[src/rtl/hs_tx_sequencer.sv]
// D-PHY HS transmit lane sequencer: LP-11 -> LP-01 -> LP-00 -> HS-zero -> sync -> payload -> trail -> exit.
// Every output is a flop whose next value is decoded from the next state and the next data register.
module hs_tx_sequencer #(
    parameter int unsigned T_LPX_CYC   = 2,
    parameter int unsigned T_PREP_CYC  = 2,
    parameter int unsigned T_ZERO_CYC  = 4,
    parameter int unsigned T_TRAIL_CYC = 2,
    parameter int unsigned T_EXIT_CYC  = 3
) (
    input  logic       TxByteClkHS,
    input  logic       TxRst_n,
    input  logic       TxRequestHS,
    input  logic [7:0] TxDataHS,
    output logic       TxReadyHS,
    output logic [7:0] TxByteHS_Data,
    output logic       Serializer_Enable,
    output logic       HsDriveEn,
    output logic       LpDp,
    output logic       LpDn,
    output logic       Stopstate
);

    typedef enum logic [2:0] {
        IDLE, LP01, LP00, HS_ZERO, SYNC, DATA, TRAIL, EXIT
    } state_t;

    // Counter load value is duration-1; a zero duration behaves as one cycle.
    function automatic logic [7:0] cyc_load(input int unsigned t);
        if (t == 0)
            return 8'd0;
        else if (t > 255)
            return 8'd254;
        else
            return 8'(t - 1);
    endfunction

    localparam logic [7:0] LPX_LOAD   = cyc_load(T_LPX_CYC);
    localparam logic [7:0] PREP_LOAD  = cyc_load(T_PREP_CYC);
    localparam logic [7:0] ZERO_LOAD  = cyc_load(T_ZERO_CYC);
    localparam logic [7:0] TRAIL_LOAD = cyc_load(T_TRAIL_CYC);
    localparam logic [7:0] EXIT_LOAD  = cyc_load(T_EXIT_CYC);
    localparam logic [7:0] SYNC_BYTE  = 8'hB8;

    state_t     state_q, state_d;
    logic [7:0] cnt_q, cnt_d;
    logic [7:0] last_q, last_d;

    logic       ready_q, ready_d;
    logic [7:0] byte_q, byte_d;
    logic       ser_q, ser_d;
    logic       hs_q, hs_d;
    logic       lpdp_q, lpdp_d;
    logic       lpdn_q, lpdn_d;
    logic       stop_q, stop_d;

    always_comb begin
        state_d = state_q;
        cnt_d   = cnt_q;
        last_d  = last_q;
        case (state_q)
            IDLE: begin
                if (TxRequestHS) begin
                    state_d = LP01;
                    cnt_d   = LPX_LOAD;
                end
            end
            LP01: begin
                if (cnt_q == 8'd0) begin
                    state_d = LP00;
                    cnt_d   = PREP_LOAD;
                end else begin
                    cnt_d = cnt_q - 8'd1;
                end
            end
            LP00: begin
                if (cnt_q == 8'd0) begin
                    state_d = HS_ZERO;
                    cnt_d   = ZERO_LOAD;
                end else begin
                    cnt_d = cnt_q - 8'd1;
                end
            end
            HS_ZERO: begin
                if (cnt_q == 8'd0) begin
                    state_d = SYNC;
                    cnt_d   = 8'd0;
                    last_d  = SYNC_BYTE;
                end else begin
                    cnt_d = cnt_q - 8'd1;
                end
            end
            SYNC, DATA: begin
                // The sync cycle already shows TxReadyHS, so its edge can take the first payload byte.
                if (TxRequestHS) begin
                    state_d = DATA;
                    last_d  = TxDataHS;
                end else begin
                    state_d = TRAIL;
                    cnt_d   = TRAIL_LOAD;
                end
            end
            TRAIL: begin
                if (cnt_q == 8'd0) begin
                    state_d = EXIT;
                    cnt_d   = EXIT_LOAD;
                end else begin
                    cnt_d = cnt_q - 8'd1;
                end
            end
            EXIT: begin
                if (cnt_q == 8'd0) begin
                    state_d = IDLE;
                    cnt_d   = 8'd0;
                end else begin
                    cnt_d = cnt_q - 8'd1;
                end
            end
            default: begin
                state_d = IDLE;
                cnt_d   = 8'd0;
            end
        endcase
    end

    // Output decode of the upcoming state, so the registered outputs line up with state_q.
    always_comb begin
        ready_d = 1'b0;
        byte_d  = 8'h00;
        ser_d   = 1'b0;
        hs_d    = 1'b0;
        lpdp_d  = 1'b0;
        lpdn_d  = 1'b0;
        stop_d  = 1'b0;
        case (state_d)
            IDLE: begin
                lpdp_d = 1'b1;
                lpdn_d = 1'b1;
                stop_d = 1'b1;
            end
            LP01: lpdn_d = 1'b1;
            LP00: ;
            HS_ZERO: begin
                ser_d = 1'b1;
                hs_d  = 1'b1;
            end
            SYNC, DATA: begin
                ser_d   = 1'b1;
                hs_d    = 1'b1;
                ready_d = 1'b1;
                byte_d  = last_d;
            end
            TRAIL: begin
                ser_d  = 1'b1;
                hs_d   = 1'b1;
                byte_d = last_d[7] ? 8'h00 : 8'hFF;
            end
            EXIT: begin
                lpdp_d = 1'b1;
                lpdn_d = 1'b1;
            end
            default: begin
                lpdp_d = 1'b1;
                lpdn_d = 1'b1;
                stop_d = 1'b1;
            end
        endcase
    end

    always_ff @(posedge TxByteClkHS or negedge TxRst_n) begin
        if (!TxRst_n) begin
            state_q <= IDLE;
            cnt_q   <= 8'd0;
            last_q  <= 8'h00;
            ready_q <= 1'b0;
            byte_q  <= 8'h00;
            ser_q   <= 1'b0;
            hs_q    <= 1'b0;
            lpdp_q  <= 1'b1;
            lpdn_q  <= 1'b1;
            stop_q  <= 1'b1;
        end else begin
            state_q <= state_d;
            cnt_q   <= cnt_d;
            last_q  <= last_d;
            ready_q <= ready_d;
            byte_q  <= byte_d;
            ser_q   <= ser_d;
            hs_q    <= hs_d;
            lpdp_q  <= lpdp_d;
            lpdn_q  <= lpdn_d;
            stop_q  <= stop_d;
        end
    end

    assign TxReadyHS         = ready_q;
    assign TxByteHS_Data     = byte_q;
    assign Serializer_Enable = ser_q;
    assign HsDriveEn         = hs_q;
    assign LpDp              = lpdp_q;
    assign LpDn              = lpdn_q;
    assign Stopstate         = stop_q;

endmodule
[config.mk]
export PLATFORM = sky130hd
export DESIGN_NAME = hs_tx_sequencer
export DESIGN_NICKNAME = d
export VERILOG_FILES = /design/src/rtl/hs_tx_sequencer.sv
export SDC_FILE = /design/constraint.sdc
export NUM_CORES = 1
export LEC_CHECK = 0
export BUFFER_PORTS_ARGS = -buffer_cell sky130_fd_sc_hd__buf_2
export CORE_AREA = 2 2 59 61
export DETAILED_ROUTE_END_ITERATION = 10
export DIE_AREA = 0 0 61 63
export GPL_TIMING_DRIVEN = 0
export MAX_ROUTING_LAYER = met4
export PLACE_DENSITY = 0.58
export REMOVE_ABC_BUFFERS = 1
export SLEW_MARGIN = 30
export SYNTH_ARGS = -nofsm -noshare
export SYNTH_HDL_FRONTEND = slang
export SYNTH_SLANG_ARGS = --single-unit
[constraint.sdc]
create_clock -name TxByteClkHS -period 2.7 [get_ports TxByteClkHS]
set_input_delay 0.405 -clock TxByteClkHS [delete_from_list [all_inputs] [get_ports TxByteClkHS]]
set_output_delay 0.405 -clock TxByteClkHS [all_outputs]
set_load 0.01 [all_outputs]
# == Word-level counts from Yosys, hierarchy flattened ==
# Cells that the tools add are included.
# Widths: inputs -> output; s select.
# totals
regBits,32
in_bits,11
output_inout_bits,14
# op_classes
add_sub_neg,1
eq_ne,15
mux,25
n_reduce_logical,10
# op_table
operator,count
$mux 8,9
$pmux 8 s6,1
$pmux 8 s2,2
$eq 3x3->1 const B,8
$pmux 3 s7,1
$mux 3,6
$eq 3x2->1 const B,3
$logic_not 8->1,1
$reduce_or 2->1,4
$sub 8x1->8 const B,1
$eq 3x1->1 const B,2
$logic_not 3->1,2
$mux 1,5
$ne 2x2->1 const B,2
$reduce_or 4->1,1
$reduce_or 3->1,1
$mux 2,1
$reduce_and 2->1,1

# == Logic depth before layout (Yosys ltp) ==
# Gate-level depths: netlist of run 1.
# logic_depth
depth_word,6
ltp_mapped,7
mapped_depth_nobuf,6

# == Least setup slack after synthesis of run 1 ==
# No wires, ideal clock.
# synth_timing
kind,register -> register
from,register cnt_q[0]
to,register cnt_q[1]
setup_ns,0.124
arrival_ns,1.705
required_time_ns,2.576
slack_ns,0.871
stages_incl_launch_ff,7
path_cell_list,dfrtp_1 -> inv_1 -> ha_1 -> nor3b_1 -> nand2_1 -> mux2i_1 -> a211o_1
# synth_via
elab_chain_len,3
elab_cells_between_ends,7
classes_between,1 x add/sub; 5 x mux; 1 x reduce/logical
# synth_rtl
item,line,rtl
start: declaration,45,"logic [7:0] cnt_q, cnt_d;"
start signal: assignment,183,cnt_q <= cnt_d;
$sub 8x1->8 or $logic_not 8->1 (tied branches),--,
"$mux 8, on equally long branches",--,
$pmux 8 s6 *,60,case (state_q)
# Every way passes the cells marked *; elsewhere a longest branch is shown, timed or not.
# A chain may end at the register's enable or synchronous reset.

# == Worst setup path after layout of run 1 ==
# layout_timing
from,register cnt_q[0]
to,register cnt_q[2]
# Same word-level chain as after synthesis.

==> results.sh, run 1 <==
export IMPL_ys_ff_latch=25
export IMPL_fill_cells=348
export IMPL_start_kind="register"
export IMPL_area_growth_syn_to_layout_pct=13.44
export IMPL_maxSlewViolCount=0
export IMPL_fin_setup_tns_ps=0
export IMPL_synth_area_top_cells="dfrtp_1, dfstp_2, nand2_1"
export IMPL_p_sw_mw=0.6550
export IMPL_io_buffers=24
export IMPL_clockBufferDepth=2
export IMPL_fmax_ghz=0.4460
export IMPL_p_clk_share_pct=10.6
export IMPL_vias_per_cell=4.963
export IMPL_top_usage_layer="met2"
export IMPL_synth_main_ff_cell="dfrtp_1"
export IMPL_synth_avg_cell_area_sq_um=10.15
export IMPL_route_detailed_drc=0
export IMPL_die_w_um=61
export IMPL_root_buffer="clkbuf_4"
export IMPL_clock_sink_count=25
export IMPL_synth_most_common_cell="dfrtp_1"
export IMPL_yosys_cell_types_count=41
export IMPL_period_needed_ps=2242
export IMPL_worstMarginPinSlew_ps=538.1
export IMPL_critPathMaxStageDelay_ps=450
export IMPL_clock_latency_ps=320
export IMPL_synth_commonest_cells="dfrtp_1, nand2_1, nand3_1, nor2_1"
export IMPL_power_density_nw_per_um2=1128
export IMPL_antenna_cells=0
export IMPL_grt_total_usage_pct=15.16
export IMPL_ctsHoldBuffers=0
export IMPL_ys_seq_area_share_pct=51.22
export IMPL_swShare_pct=41.65
export IMPL_antenna_found_initial=0
export IMPL_r2r_slack_ps=460
export IMPL_cts_made_buffers=3
export IMPL_arrival_ps=2460
export IMPL_grt_overflow=0
export IMPL_pin_count=25
export IMPL_relSlewSlack_pct=64.13
export IMPL_post_drt_wl_per_cell_um=12.79
export IMPL_gp_congestion=0.7754
export IMPL_comb_power_share_pct=42.8
export IMPL_met3_usage_pct=4.348
export IMPL_dieArea_sq_um=3843
export IMPL_finalSetupViolCount=0
export IMPL_min_period_over_period_pct=83.05
export IMPL_die_h_um=63
export IMPL_slowest_stage="dfrtp_1"
export IMPL_start_util_pct=38.02
export IMPL_dp_hpwl_mm=1.694
export IMPL_syn_area_sq_um=1229
export IMPL_wl_mm=2.404
export IMPL_yosysWarnings=0
export IMPL_p_leak_nw=0.6989
export IMPL_grt_setup_unrepaired="false"
export IMPL_cp_data_required_time_ps=2920
export IMPL_stdcell_count=188
export IMPL_worst_hold_slack_ps=37.92
export IMPL_grt_max_degree=26
export IMPL_clkTransAtPathRegs_ps=130
export IMPL_status="completed"
export IMPL_crit_fanout=8
export IMPL_fin_skew_ps=1.883
export IMPL_cap_violations=0
export IMPL_synth_edff_count=0
export IMPL_path_cells="inv_1 -> ha_1 -> nor3b_1 -> and2_0 -> o22a_1 -> nor2_1"
export IMPL_synth_top_area_share_pct=44.81
export IMPL_netlist_instances=121
export IMPL_rows=21
export IMPL_final_nets=155
export IMPL_cts_resized=0
export IMPL_drtPass1Iterations=4
export IMPL_crit_type="register to register"
export IMPL_ir_drop_mv=0.4528
export IMPL_vias=933
export IMPL_met1_usage_pct=20.08
export IMPL_cts_setup_buffers=0
export IMPL_hold_class="primary input to asynchronous set/reset pin"
export IMPL_coreArea_sq_um=3232
export IMPL_power_frac_seq_pct=46.6
export IMPL_cp_end_kind="register"
export IMPL_htreeDepth=1
export IMPL_synth_top_area_cell="dfrtp_1"
export IMPL_intPower_mw=0.9177
export IMPL_hold_viol=0
export IMPL_use_met2_pct=22.45
export IMPL_ys_async_sr_fraction_pct=100.0
export IMPL_power_mw=1.573
export IMPL_drive_above_1_share_pct=26.06
export IMPL_r2r_cells=6
export IMPL_placed_cells=184
export IMPL_drt_iter0_markers=21
export IMPL_grt_pass1_vias=968
export IMPL_cts_tree="yes"
export IMPL_grt_pass1_wl_mm=4.333
export IMPL_ant_nets=0
## final timing paths
kind,end,start
min reg2reg,last_q[7]$_DFF_PN0_,last_q[7]$_DFF_PN0_
max in group asynchronous,LpDn$_DFF_PN1_,TxRst_n
min in group TxByteClkHS,TxByteHS_Data[1]$_DFF_PN0_,TxDataHS[1]
min,TxByteHS_Data[5]$_DFF_PN0_,TxRst_n
max,cnt_q[2]$_DFFE_PN0P_,cnt_q[0]$_DFFE_PN0P_
max reg2reg,cnt_q[2]$_DFFE_PN0P_,cnt_q[0]$_DFFE_PN0P_
## cells in the final DEF (no fill, tap or decap)
master and instances:
nor3_1 5, o21ai_0 3, or4b_4 1, nand3_1 8, a211o_1 2, nor2_1 7, dfrtp_1 22, nand4_2 1
o32ai_1 1, nand2_1 20, o21a_1 1, o21bai_1 1, xnor2_1 2, xor2_1 5, ha_1 1, and2_1 1
a211oi_1 1, nand4_1 3, nor4b_1 1, nor3b_1 1, nand3b_1 1, or4_1 1, a21o_1 1, o41ai_1 1
o22a_1 1, inv_1 4, clkinv_2 1, a31oi_1 1, and3_1 1, and2_0 1, nor4_4 1, nand2b_1 1
o31ai_1 1, clkbuf_4 3, nand4_4 1, dfstp_2 3, a21oi_1 4, mux2i_1 2, a21oi_2 2, buf_2 24
## worst max-delay path, delay by kind of cell, from the launching register on
kind | cells | cell delay (ps)
compound gates | 1 | 330
buf+inv | 1 | 150
simple gates | 3 | 950
fa+ha+maj | 1 | 240
flops | 1 | 450
## layer usage
metal | wire length (um) | up-vias | part of all wire (%)
li1 | - | 462 | -
met1 | 1149 | 442 | 48
met2 | 1086 | 25 | 45
met3 | 132 | 4 | 5.5
met4 | 35 | 0 | 1.5
met5 | 0 | - | 0
## cells by family after synthesis
group	synth area share, %
and+or+nand+nor	25.26
AOI/OAI and AO/OA	11.41
buffers and inverters	4.480
muxes	1.629
xor gates and xnor gates	4.990
DFF	51.22
adders and majority gates	1.018
## metrics by stage
step	util (%)	setup slack, ps	instance area [sq um]
finish	43.13	457.7	1394
global route	43.13	156.7	1394
CTS	43.13	430.1	1394
detailed placement	42.28	434.9	1366
global placement	42.28	461.1	1366
floorplan	-	839.7	1189
## registers in the layout (all words and copies together) (netlist names)
register / cells
cnt_q: 8
TxReadyHS: 1
state_q: 3
last_q: 1
HsDriveEn: 1
Stopstate: 1
LpDn: 1
TxByteHS_Data: 8
LpDp: 1
## layout make-up
| type | count | area (sq um) | share of cell area (%) |
|---|---|---|---|
| flip-flops and latches | 25 | 629.4 | 45.15 |
| multi-input cells | 85 | 544.3 | 39.05 |
| clock buffers | 3 | 22.52 | 1.616 |
| clock inverters | 1 | 5.005 | 0.3591 |
| inverters | 4 | 15.01 | 1.077 |
| well taps | 46 | 57.56 | 4.129 |
| repair buffers | 24 | 120.1 | 8.618 |
## power by group through the flow
stage               Sequential, mW  Combinational, mW  Clock (mW)
floorplan                    0.750              0.455           0
global route                 0.767              0.774       0.195
global placement             0.731              0.680           0
CTS                          0.733              0.688       0.181
detailed placement           0.738              0.683           0
finish                       0.732              0.674       0.167
Note: power is estimated with default switching activity, not from simulation.
==> run 2, diff against run 1 <==
--- a/config.mk
+++ b/config.mk
@@ -5,13 +5,14 @@
 export SDC_FILE = /design/constraint.sdc
 export NUM_CORES = 1
 export LEC_CHECK = 0
+export ABC_AREA = 1
 export BUFFER_PORTS_ARGS = -buffer_cell sky130_fd_sc_hd__buf_2
-export CORE_AREA = 2 2 59 61
+export CORE_AREA = 2 2 62 64
 export DETAILED_ROUTE_END_ITERATION = 10
-export DIE_AREA = 0 0 61 63
+export DIE_AREA = 0 0 64 66
 export GPL_TIMING_DRIVEN = 0
 export MAX_ROUTING_LAYER = met4
-export PLACE_DENSITY = 0.58
+export PLACE_DENSITY = 0.57
 export REMOVE_ABC_BUFFERS = 1
 export SLEW_MARGIN = 30
 export SYNTH_ARGS = -nofsm -noshare
==> constraint.sdc (replaced) <==
create_clock -name TxByteClkHS -period 2.3 [get_ports TxByteClkHS]
set_input_delay 0.345 -clock TxByteClkHS [delete_from_list [all_inputs] [get_ports TxByteClkHS]]
set_output_delay 0.345 -clock TxByteClkHS [all_outputs]
set_load 0.01 [all_outputs]
==> run 2 against run 1 <==
- the run now ends with hold timing left
- worst setup slack better by 120 ps
- power up 40%
- critical endpoint is now HsDriveEn$_DFF_PN0_
- final cell count up 24%
- area after synthesis up 10%
==> results.sh, run 2 <==
export IMPL_stdcell_count=234
export IMPL_p_clk_share_pct=8.8
export IMPL_fmax_ghz=0.5812
export IMPL_met3_usage_pct=1.874
export IMPL_grt_overflow=0
export IMPL_coreArea_sq_um=3551
export IMPL_ctsHoldBuffers=0
export IMPL_path_buf_inv=1
export IMPL_synth_area_top_cells="dfrtp_1, nand2_1, dfstp_2"
export IMPL_relSlewSlack_pct=63.74
export IMPL_finalSetupViolCount=0
export IMPL_antenna_cells=0
export IMPL_setup_ws_ps=579.6
export IMPL_grt_pass1_wl_mm=4.547
export IMPL_clock_latency_ps=320
export IMPL_cp_end_kind="register"
export IMPL_synth_top_area_cell="dfrtp_1"
export IMPL_dp_slack_ps=589.5
export IMPL_path_cells="inv_1 -> ha_1 -> nand3_1 -> nor2_4 -> nand2_1 -> nand2_1 -> nand2_1 -> nand2_2 -> nand2_1 -> nand2_1 -> nand2_1"
export IMPL_hold_class="primary input to asynchronous set/reset pin"
export IMPL_power_density_nw_per_um2=1432
export IMPL_cts_tree="yes"
export IMPL_clock_sink_count=25
export IMPL_layout_commonest_cell="nand2_1"
export IMPL_synth_top_area_share_pct=40.70
export IMPL_yosysWarnings=0
export IMPL_dp_hpwl_mm=2.043
export IMPL_clockBufferDepth=2
export IMPL_yosys_cell_types_count=29
export IMPL_grt_setup_unrepaired="false"
export IMPL_post_drt_wl_per_cell_um=11.20
export IMPL_route_detailed_drc=0
export IMPL_critPathMaxStageDelay_ps=430
export IMPL_use_met2_pct=24.48
export IMPL_syn_area_sq_um=1353
export IMPL_seq_area_sq_um=629.4
export IMPL_synth_commonest_cells="nand2_1, dfrtp_1, inv_1, nor2_1, o21ai_0"
export IMPL_fin_skew_ps=13.19
export IMPL_pin_count=25
export IMPL_period_needed_ps=1720
export IMPL_cpMostUsedCell="nand2_1"
export IMPL_drive_above_1_share_pct=29.57
export IMPL_clkTransAtPathRegs_ps=140
export IMPL_synth_main_ff_cell="dfrtp_1"
export IMPL_antenna_found_initial=0
export IMPL_p_leak_nw=0.8678
export IMPL_cts_resized=0
export IMPL_grt_total_usage_pct=14.14
export IMPL_multi_input_area_sq_um=609.3
export IMPL_intPower_mw=1.165
export IMPL_cts_made_buffers=3
export IMPL_area_growth_syn_to_layout_pct=13.88
export IMPL_top_usage_layer="met2"
export IMPL_gp_congestion=0.8410
export IMPL_synth_most_common_cell="nand2_1"
export IMPL_worstMarginPinSlew_ps=544.0
export IMPL_worst_hold_slack_ps=-10.30
export IMPL_cts_setup_buffers=0
export IMPL_status="complete, but fails checks"
export IMPL_grt_pass1_vias=1097
export IMPL_ys_ff_latch=25
export IMPL_fin_setup_tns_ps=0
export IMPL_cp_data_required_time_ps=2530
export IMPL_start_kind="register"
export IMPL_arrival_ps=1950
export IMPL_synth_edff_count=0
export IMPL_io_buffers=24
export IMPL_final_cell_mix="nand2_1, buf_2, dfrtp_1"
export IMPL_maxSlewViolCount=0
export IMPL_swShare_pct=47.17
export IMPL_wl_mm=2.621
export IMPL_die_w_um=64
export IMPL_htreeDepth=1
export IMPL_vias=1081
export IMPL_vias_per_cell=4.620
export IMPL_ys_async_sr_fraction_pct=100.0
export IMPL_start_util_pct=38.09
export IMPL_ir_drop_mv=0.6709
export IMPL_min_period_over_period_pct=74.80
export IMPL_slowest_stage="dfrtp_1"
export IMPL_netlist_instances=160
export IMPL_drt_iter0_markers=17
export IMPL_rows=22
export IMPL_comb_power_share_pct=56.0
export IMPL_violations="hold timing"
export IMPL_drtPass1Iterations=4
export IMPL_cap_violations=0
export IMPL_fill_cells=361
export IMPL_placed_cells=230
export IMPL_grt_max_degree=26
export IMPL_crit_fanout=7
export IMPL_die_h_um=66
export IMPL_dieArea_sq_um=4224
export IMPL_p_sw_mw=1.040
export IMPL_hold_viol=9
export IMPL_final_nets=199
export IMPL_ant_nets=0
export IMPL_crit_family="simple AND/OR/NAND/NOR gates"
export IMPL_synth_avg_cell_area_sq_um=8.453
export IMPL_crit_type="register to register"
export IMPL_power_frac_seq_pct=35.2
export IMPL_ys_seq_area_share_pct=46.53
export IMPL_root_buffer="clkbuf_4"
export IMPL_met1_usage_pct=16.25
==> run 2: changes by cell type in the layout (fill, tap and decap cells not counted), moves of 3 or more <==
cell     before  now
nor2_2        0    4
inv_1         4   21
nor2_1        7   16
nor2_4        0    3
o21ai_0       3    7
nand2_1      20   41
nand3_1       8    5
nand2_2       0    6
nand2_4       0    4
==> run 2: through the flow <==
step / cell area [sq um] / utilization, % / total power, mW
final: 1540 / 43.38 / 2.206
after global placement: 1514 / 42.64 / 1.995
after CTS: 1540 / 43.38 / 2.231
after detailed placement: 1514 / 42.64 / 2.036
after global routing: 1540 / 43.38 / 2.441
after floorplan: 1334 / - / 1.719
==> run 2: logic make-up after synthesis <==
family / after synthesis / share of synthesized area (%)
adder cells (fa/ha/maj): 1 / 0.9249
AND/OR/NAND/NOR: 87 / 33.58
XOR/XNOR: 3 / 1.943
buffers and inverters: 26 / 8.419
AO/OA/AOI/OAI: 18 / 8.603
flip-flops: 25 / 46.53
==> run 2: area by class of cell <==
| cell class | instances | share of cell area [%] |
|---|---|---|
| clock buffers | 4 | 1.706 |
| inverters | 24 | 6.174 |
| multi-input cells | 109 | 39.56 |
| flip-flops and latches | 25 | 40.86 |
| well taps | 48 | 3.899 |
| repair buffers | 24 | 7.799 |
==> run 2: power by group through the flow <==
stage	Clock [mW]	Sequential, mW	Combinational [mW]
floorplan	0	0.816	0.903
global placement	0	0.775	1.22
detailed placement	0	0.788	1.25
CTS	0.203	0.779	1.25
global route	0.228	0.807	1.41
finish	0.195	0.776	1.23
==> run 2: final timing paths <==
kind                                 startpoint                          to  slack (ps)  depth (start not counted)
setup / recovery           cnt_q[0]$_DFFE_PN0P_         HsDriveEn$_DFF_PN0_         580                         11
hold / removal                          TxRst_n  TxByteHS_Data[5]$_DFF_PN0_         -10                          1
setup reg to reg           cnt_q[0]$_DFFE_PN0P_         HsDriveEn$_DFF_PN0_         580                         11
hold reg to reg             last_q[7]$_DFF_PN0_         last_q[7]$_DFF_PN0_         520                          2
max in group asynchronous               TxRst_n        cnt_q[3]$_DFFE_PN0P_        1940                          1
min in group TxByteClkHS            TxDataHS[0]  TxByteHS_Data[0]$_DFF_PN0_         230                          3
==> run 2: layer usage <==
layer / wire length, um / vias up
met4: 33 / 0
met3: 88 / 4
li1: - / 549
met5: 0 / -
met2: 1364 / 25
met1: 1136 / 503
==> run 2: worst register-to-register path, stage by stage (launching register included) <==
cell,delay (ps)
dfrtp_1,430
inv_1,80
ha_1,240
nand3_1,140
nor2_4,270
nand2_1,100
nand2_1,70
nand2_1,60
nand2_2,90
nand2_1,60
nand2_1,50
nand2_1,40
==> run 3, diff against run 2 <==
==> constraint.sdc (replaced) <==
create_clock -name TxByteClkHS -period 1.6 [get_ports TxByteClkHS]
set_input_delay 0.24 -clock TxByteClkHS [delete_from_list [all_inputs] [get_ports TxByteClkHS]]
set_output_delay 0.24 -clock TxByteClkHS [all_outputs]
set_load 0.01 [all_outputs]
==> run 3 against run 2 <==
- the flow now finishes without violations
- register-to-register slack got worse by 550 ps
- final cell count increased by 3.0%
- flip-flop and latch count unchanged
- combinational power increased by 67%
- largest power group unchanged
- highest routed layer unchanged
==> results.sh, run 3 (synthesized netlist as in run 2, its figures left out) <==
export IMPL_status="completed"
export IMPL_fin_skew_ps=7.073
export IMPL_path_cells="inv_2 -> ha_4 -> nand3_4 -> nor2_4 -> nand2_1 -> nand2_1 -> nand2_2 -> nand2_4 -> nand2_1 -> nand2_1 -> nand2_1"
export IMPL_die_h_um=66
export IMPL_critPathMaxStageDelay_ps=410
export IMPL_grt_total_usage_pct=14.40
export IMPL_drive_above_1_share_pct=37.31
export IMPL_area_growth_syn_to_layout_pct=22.20
export IMPL_period_needed_ps=1574
export IMPL_p_leak_nw=0.9107
export IMPL_gp_congestion=0.8410
export IMPL_maxSlewViolCount=0
export IMPL_layout_commonest_cell="nand2_1"
export IMPL_pin_count=25
export IMPL_grt_overflow=0
export IMPL_crit_family="simple AND/OR/NAND/NOR gates"
export IMPL_vias_per_cell=4.635
export IMPL_cts_made_buffers=3
export IMPL_min_period_over_period_pct=98.35
export IMPL_cpMostUsedCell="nand2_1"
export IMPL_grt_pass1_wl_mm=4.636
export IMPL_dp_hpwl_mm=2.043
export IMPL_start_kind="register"
export IMPL_die_w_um=64
export IMPL_power_density_nw_per_um2=2096
export IMPL_route_detailed_drc=0
export IMPL_finalSetupViolCount=0
export IMPL_cp_data_required_time_ps=1830
export IMPL_clock_latency_ps=310
export IMPL_vias=1117
export IMPL_clkTransAtPathRegs_ps=140
export IMPL_antenna_cells=0
export IMPL_clockBufferDepth=2
export IMPL_final_nets=206
export IMPL_worstMarginPinSlew_ps=540.2
export IMPL_placed_cells=230
export IMPL_slowest_stage="dfrtp_1"
export IMPL_final_cell_mix="nand2_1, buf_2, dfrtp_1"
export IMPL_start_util_pct=38.09
export IMPL_cp_end_kind="register"
export IMPL_rows=22
export IMPL_post_drt_wl_per_cell_um=11.60
export IMPL_crit_type="register to register"
export IMPL_arrival_ps=1800
export IMPL_crit_fanout=7
export IMPL_fmax_ghz=0.6355
export IMPL_top_usage_layer="met2"
export IMPL_clock_sink_count=25
export IMPL_stdcell_count=241
export IMPL_antenna_found_initial=0
export IMPL_root_buffer="clkbuf_4"
export IMPL_hold_viol=0
export IMPL_drtPass1Iterations=4
export IMPL_dieArea_sq_um=4224
export IMPL_cts_tree="yes"
export IMPL_grt_max_degree=26
export IMPL_path_buf_inv=1
export IMPL_grt_pass1_vias=1123
export IMPL_met3_usage_pct=1.874
export IMPL_coreArea_sq_um=3551
export IMPL_io_buffers=24
export IMPL_htreeDepth=1
export IMPL_ant_nets=0
export IMPL_met1_usage_pct=16.47
export IMPL_use_met2_pct=25.13
export IMPL_wl_mm=2.795
export IMPL_ir_drop_mv=0.9488
export IMPL_hold_class="primary input to register"
export IMPL_cap_violations=0
export IMPL_fin_setup_tns_ps=0
export IMPL_relSlewSlack_pct=63.98
export IMPL_drt_iter0_markers=17
export IMPL_grt_setup_unrepaired="true"
==> run 3: cell count changes in the layout (fill, tap and decap cells not counted), sizes merged <==
| cell | before | now |
|---|---|---|
| buf | 24 | 30 |
| dlygate4sd3 | 0 | 1 |
==> run 3: power breakdown <==
| part | switching, mW | internal, mW |
|---|---|---|
| clock | 0.187 | 0.0974 |
| sequential | 0.192 | 0.928 |
| combinational | 1.25 | 0.811 |
| total | 1.63 | 1.84 |
==> run 3: worst paths after layout <==
check / startpoint / cells past startpoint / slack, ps / end
setup reg to reg: cnt_q[1]$_DFFE_PN0P_ / 11 / 30 / HsDriveEn$_DFF_PN0_
min in group asynchronous: TxRst_n / 2 / 430 / cnt_q[4]$_DFFE_PN0P_
hold / removal: TxDataHS[0] / 3 / 120 / TxByteHS_Data[0]$_DFF_PN0_
hold reg to reg: last_q[7]$_DFF_PN0_ / 2 / 520 / last_q[7]$_DFF_PN0_
max in group asynchronous: TxRst_n / 2 / 800 / LpDp$_DFF_PN1_
setup / recovery: cnt_q[1]$_DFFE_PN0P_ / 11 / 30 / HsDriveEn$_DFF_PN0_
==> run 3: timing repair <==
item,in CTS,in global routing
setup endpoints to repair,18,17
hold endpoints to repair,22,0
hold buffers,1,0
setup buffers,2,4
pin swaps,2,8
gates resized for setup,4,11
==> run 3: per-stage QoR <==
| stage | hold slack [ps] | instance area (sq um) | worst slack (ps) | util (%) | total power, mW |
|---|---|---|---|---|---|
| 6_report | 120.2 | 1653 | 26.46 | 46.55 | 3.464 |
| 5_1_grt | 116.6 | 1653 | -83.06 | 46.55 | 3.804 |
| 4_1_cts | 111.7 | 1585 | 3.460 | 44.64 | 3.294 |
| 3_5_place_dp | 264.9 | 1514 | -110.5 | 42.64 | 2.927 |
| 3_3_place_gp | 251.1 | 1514 | -80.44 | 42.64 | 2.868 |
| 2_1_floorplan | -55.59 | 1334 | 73.11 | - | 2.471 |
==> run 3: area by class of cell <==
| class | instances | area, sq um |
|---|---|---|
| fill | 354 | 1898 |
| multi-input combinational | 109 | 666.9 |
| inverter | 24 | 95.09 |
| clock buffer | 4 | 26.28 |
| timing repair buffer | 31 | 175.2 |
| tap | 48 | 60.06 |
| sequential | 25 | 629.4 |
==> run 3: worst min-delay path, stage by stage <==
cell	delay, ps
buf_2	80
nand2_1	40
nand2_1	50
==> run 3: per-layer routing <==
layer	up-vias	routed length (um)	share of wire, %
met5	-	0	0
met4	0	35	1.3
met3	4	95	3.4
met2	27	1473	53
met1	524	1191	43
li1	562	-	-
